[config.mk]
export PLATFORM = sky130hd
export DESIGN_NAME = ascon_bist_ctrl
export DESIGN_NICKNAME = d
export VERILOG_FILES = /design/src/rtl/ascon_bist_ctrl.sv
export SDC_FILE = /design/constraint.sdc
export NUM_CORES = 1
export LEC_CHECK = 0
export BUFFER_PORTS_ARGS = -buffer_cell sky130_fd_sc_hd__clkbuf_2
export CAP_MARGIN = 20
export CORE_ASPECT_RATIO = 0.6
export CORE_MARGIN = 2
export CORE_UTILIZATION = 35
export DETAILED_ROUTE_END_ITERATION = 7
export GPL_ROUTABILITY_DRIVEN = 0
export SYNTH_ARGS = -nofsm -noshare
export SYNTH_HDL_FRONTEND = slang
export SYNTH_SLANG_ARGS = --single-unit
[constraint.sdc]
create_clock -name clk -period 2.9 [get_ports clk]
set_clock_uncertainty 0.2 [all_clocks]
set_input_delay 0.58 -clock clk [delete_from_list [all_inputs] [get_ports clk]]
set_output_delay 0.58 -clock clk [all_outputs]
set_load 0.01 [all_outputs]
[src/rtl/ascon_bist_ctrl.sv]
// ascon_bist_ctrl: multi-vector, watchdog-protected BIST sequencer for the Ascon AEAD core.
// Runs NUM_VECTORS encrypt-then-decrypt checks, counts auth mismatches and
// watchdog expiries, and reports a single pass/fail verdict.
// Optional feature macro: ASCON_BIST_TAMPER_EN adds a second, tag-corrupted
// pass per vector that must be rejected by the core.
module ascon_bist_ctrl #(
    parameter int NUM_VECTORS    = 4,
    parameter int TIMEOUT_CYCLES = 1024,
    localparam int VEC_W = (NUM_VECTORS > 1) ? $clog2(NUM_VECTORS) : 1,
    localparam int CNT_W = $clog2(2*NUM_VECTORS+1)
) (
    input  logic             clk,
    input  logic             rst,
    input  logic             start,
    output logic             busy,
    output logic             done,
    output logic             pass,
    output logic [CNT_W-1:0] fail_count,
    output logic             timeout,
    output logic             core_start,
    output logic [VEC_W-1:0] core_vec_sel,
    output logic             core_tamper,
    input  logic             core_enc_done,
    input  logic             core_dec_done,
    input  logic             core_auth_ok
);

    localparam int WD_W = $clog2(TIMEOUT_CYCLES);

    typedef enum logic [2:0] {
        IDLE, LAUNCH, WAIT_ENC, WAIT_DEC, CHECK, NEXT, DONE
    } state_t;

    state_t            state, state_d;
    logic [VEC_W-1:0]  vec_idx;
    logic              phase;
    logic              pass_last;
    logic [WD_W-1:0]   wdog;
    logic              auth_q;
    logic              in_wait;
    logic              wd_last;
    logic              last_step;

    // Sequence control strobes from the next-state logic
    logic clr_seq;
    logic cap_auth;
    logic chk_fail;
    logic wd_hit;
    logic step;

    assign in_wait   = (state == WAIT_ENC) || (state == WAIT_DEC);
    assign wd_last   = (wdog == WD_W'(TIMEOUT_CYCLES-1));
    assign last_step = pass_last && (vec_idx == VEC_W'(NUM_VECTORS-1));

`ifdef ASCON_BIST_TAMPER_EN
    // Pass toggles clean -> tampered within each vector
    always_ff @(posedge clk or negedge rst) begin
        if (!rst)         phase <= 1'b0;
        else if (clr_seq) phase <= 1'b0;
        else if (step)    phase <= ~phase;
    end
    assign pass_last = phase;
`else
    assign phase     = 1'b0;
    assign pass_last = 1'b1;
`endif

    // State register
    always_ff @(posedge clk or negedge rst) begin
        if (!rst) state <= IDLE;
        else      state <= state_d;
    end

    // Next-state logic and per-cycle control strobes
    always_comb begin
        state_d  = state;
        clr_seq  = 1'b0;
        cap_auth = 1'b0;
        chk_fail = 1'b0;
        wd_hit   = 1'b0;
        step     = 1'b0;
        case (state)
            IDLE, DONE: begin
                if (start) begin
                    state_d = LAUNCH;
                    clr_seq = 1'b1;
                end
            end
            LAUNCH: state_d = WAIT_ENC;
            WAIT_ENC: begin
                if (core_enc_done && core_dec_done) begin
                    state_d  = CHECK;
                    cap_auth = 1'b1;
                end else if (core_enc_done) begin
                    state_d = WAIT_DEC;
                end else if (wd_last) begin
                    state_d = NEXT;
                    wd_hit  = 1'b1;
                end
            end
            WAIT_DEC: begin
                if (core_dec_done) begin
                    state_d  = CHECK;
                    cap_auth = 1'b1;
                end else if (wd_last) begin
                    state_d = NEXT;
                    wd_hit  = 1'b1;
                end
            end
            CHECK: begin
                state_d  = NEXT;
                chk_fail = (auth_q != ~phase);
            end
            NEXT: begin
                step    = 1'b1;
                state_d = last_step ? DONE : LAUNCH;
            end
            default: state_d = IDLE;
        endcase
    end

    // Watchdog: counts while parked in a wait state, zero on any transition
    always_ff @(posedge clk or negedge rst) begin
        if (!rst)                          wdog <= '0;
        else if (in_wait && state_d == state) wdog <= wdog + 1'b1;
        else                               wdog <= '0;
    end

    // Vector index advances after the final pass of each vector
    always_ff @(posedge clk or negedge rst) begin
        if (!rst)                               vec_idx <= '0;
        else if (clr_seq)                       vec_idx <= '0;
        else if (step && pass_last && !last_step) vec_idx <= vec_idx + 1'b1;
    end

    // Capture the tag-check result alongside dec_done
    always_ff @(posedge clk or negedge rst) begin
        if (!rst)          auth_q <= 1'b0;
        else if (cap_auth) auth_q <= core_auth_ok;
    end

    // Saturating failure counter: auth mismatches plus watchdog expiries
    always_ff @(posedge clk or negedge rst) begin
        if (!rst)                                    fail_count <= '0;
        else if (clr_seq)                            fail_count <= '0;
        else if ((chk_fail || wd_hit) && fail_count != '1) fail_count <= fail_count + 1'b1;
    end

    // Sticky watchdog flag for the current sequence
    always_ff @(posedge clk or negedge rst) begin
        if (!rst)         timeout <= 1'b0;
        else if (clr_seq) timeout <= 1'b0;
        else if (wd_hit)  timeout <= 1'b1;
    end

    assign busy         = (state != IDLE) && (state != DONE);
    assign done         = (state == DONE);
    assign pass         = done && (fail_count == '0) && !timeout;
    assign core_start   = (state == LAUNCH);
    assign core_vec_sel = vec_idx;
    assign core_tamper  = phase;

endmodule

==> impl_results.md <==
* Status: finished clean
* Crit path DAT at 1.64 ns
* FF-to-FF path depth at 4
* Post-Syn Area per Cell at 9.46 um2
* Synth Instances at 142
* DRC at 0
* Wl on met1 at 1560 um
* Post-CTS sizing at 0
* Min cycle time layout at 2.42 ns
* Filler cell count at 360
* Place WS at 0.393 ns
* Syn_nets at 152
* Fin crit share at 83.3%
* CTS buffer count at 3
* Clock Path Buffers at 2
* Reg2reg start: state[2]
* Total Routing Usage GR at 15.2%
* Cts hold-fix bufs at 0
* Vias at 1,086
* Reg-to-Reg End: wdog[8]
* Finished Cell Area at 0.00149 mm2
* Worst VDD drop at 358 uV
* Clk_lat worst skew at 0.26 ns
* Ant. Diodes at 0
* Count of final setup violators at 0
* CTS tree: built
* Die Wd at 84.0 um
* Initial core utilization at 36.5%
* CP Capture Type: output port
* Max layer used: met4
* Largest area contributor in the netlist: dfrtp_1
* Post-detailed-route count of antenna-violating nets at 0
* Final TNS setup at 0 ns
* Asr flop ratio synth at 100%
* Initial antenna violation count at 0
* Net Sw Frac at 42.3%
* CORE AREA at 0.00368 mm2
* Clk network pwr share at 18.2%
* P_int at 0.000620 W
* Reg clk slew, reported paths at 0.08 ns
* Pin count of the biggest net entering global routing at 22
* Max-slew violations at 0
* Max-Slew Margin vs Limit at 60.5%
* Sequential area share after synthesis at 39.1%
* Vias in the first global route at 1,078
* DRT Pass-1 Iters at 4
* Die height at 52.0 um
* Main synth FF type: dfrtp_1
* Setup bufs post-CTS at 0
* DP Area at 0.00144 mm2
* Grt ovf at 0
* Share of layout cells above drive strength 1 at 18.6%
* Layout net count at 167
* Die Area at 0.00437 mm2
* Metal3 WL at 151 um
* Psw at 0.000455 W
* Htree depth at 1
* Critical Path RT at 2.12 ns
* Port bufs at 16
* Row count at 17
* P_leak at 0.639 nW
* RSZ-0062 raised after global routing: no
* Total of max-cap violations at 0
* CP Max Fanout at 9
* First-pass GRT wire length at 5210 um
* Clk root buf: clkbuf_8
* Routed len/inst at 14.8 um
* Slew @ Worst Pin at 0.584 ns
* Clk sink count at 21
* Achievable Freq at 414 MHz
* Layout overhead on the synthesized area at 10.5%
* Worst hold path type: input pin to asynchronous set/reset pin
* Initial DRC Count at 143
* Register bit count reported by yosys at 21
* Top cells by area, synth: dfrtp_1, nor3_1, xnor2_1, ha_1, nand3_1
* Distinct cells, synth at 49
* Final hold vios at 0
* # IOs at 18
* Layout Utilization at 40.4%
* Final WS setup at 0.483 ns
* Post-synth EDFFs at 0
* Reg2reg setup slack at 0.51 ns
* Post-Route WL at 3000 um
* Power Density at 724 mW/mm2
* Sequential Power Share at 40.7%
* Routed met2 length at 1280 um
* DPL Wire Length at 2260 um
* Startpoint Class: register
* Ys Warns at 0
* Gate power share at 41.1%
* Synthesized area at 0.00134 mm2
* Synth top area share at 39.1%
* Kind of critical path: register to output port
* Post-DR vias/cell at 5.35
[critical path, stage by stage (launching register included)]
cell and delay [ns]:
dfrtp_1 0.49, inv_1 0.26, nand3_1 0.16, nor4_1 0.28, clkbuf_2 0.18
[worst max path at each step]
stage | startpoint | end | slack (ns) | cells past startpoint
floorplan | core_enc_done | fail_count[3] | 0.80 | 4
global placement | core_enc_done | wdog[1] | 0.49 | 5
detailed placement | core_enc_done | wdog[8] | 0.39 | 5
CTS | state[0] | pass | 0.50 | 4
global route | wdog[0] | state[1] | 0.27 | 5
finish | state[0] | pass | 0.48 | 4
[metal layers]
layer  track usage [%]  vias up
li1                  -      545
met1              22.0      515
met2              22.4       24
met3              4.76        2
met4              2.96        0
met5                 0        -
[kinds of logic after synthesis]
group           synth area share, %
simple gates                   27.8
fa+ha+maj                      4.47
xor+xnor                       6.52
compound gates                 14.3
buf+inv                        5.49
flops                          39.1
other cells                   0.279
mux                            1.95
[per-stage QoR]
step           total power (W)  std cells  hold slack (ns)
6_report               0.00107        203           0.0791
5_1_grt                0.00116        203            0.114
4_1_cts                0.00108        203           0.0983
3_5_place_dp          0.000883        199            0.297
3_3_place_gp          0.000860        199            0.286
2_1_floorplan         0.000778        142           0.0844
[power by group through the flow]
stage | Clock, W | Combinational [W] | Sequential [W]
floorplan | 0 | 0.000387 | 0.000391
global placement | 0 | 0.000426 | 0.000434
detailed placement | 0 | 0.000440 | 0.000443
CTS | 0.000202 | 0.000442 | 0.000436
global route | 0.000216 | 0.000500 | 0.000448
finish | 0.000196 | 0.000441 | 0.000438
[cell type report]
type                            instances  area, um2  area share, %
Multi-Input combinational cell        107        744           50.1
Timing Repair Buffer                   16       80.1           5.39
Clock inverter                          1       5.00          0.337
Inverter                                8       30.0           2.02
Tap cell                               47       58.8           3.96
Sequential cell                        21        526           35.4
Clock buffer                            3       41.3           2.78
[cells in the final DEF, fill, tap and decap left out, types with 3 or more instances in the layout]
cell type / instances
dfrtp_1: 21
nor4_1: 3
nor2_1: 10
xnor2_1: 6
nor3_1: 15
inv_1: 8
ha_1: 4
nand2b_1: 3
xor2_1: 4
a21oi_1: 3
clkbuf_2: 16
nand3_1: 10
clkbuf_8: 3
nand2_1: 10
[registers in the layout, indices dropped and copies added, names as in the netlist]
name and flops:
fail_count 4, timeout 1, core_vec_sel 2, wdog 10, auth_q 1, state 3
[Yosys cell counts (2+ instances only)]
master     number
nand4_2         2
xor2_1          4
nor2_1         10
buf_4           3
nand3_1        10
buf_2           2
nor4_1          3
o22ai_1         2
a21o_1          2
inv_1           8
dfrtp_1        21
nand2_1        10
a21oi_1         3
ha_1            4
xnor2_1         6
nor3_1         15
o2111ai_1       2
nand2b_1        3
o211a_1         2
Power figures use the tool's default switching activity.
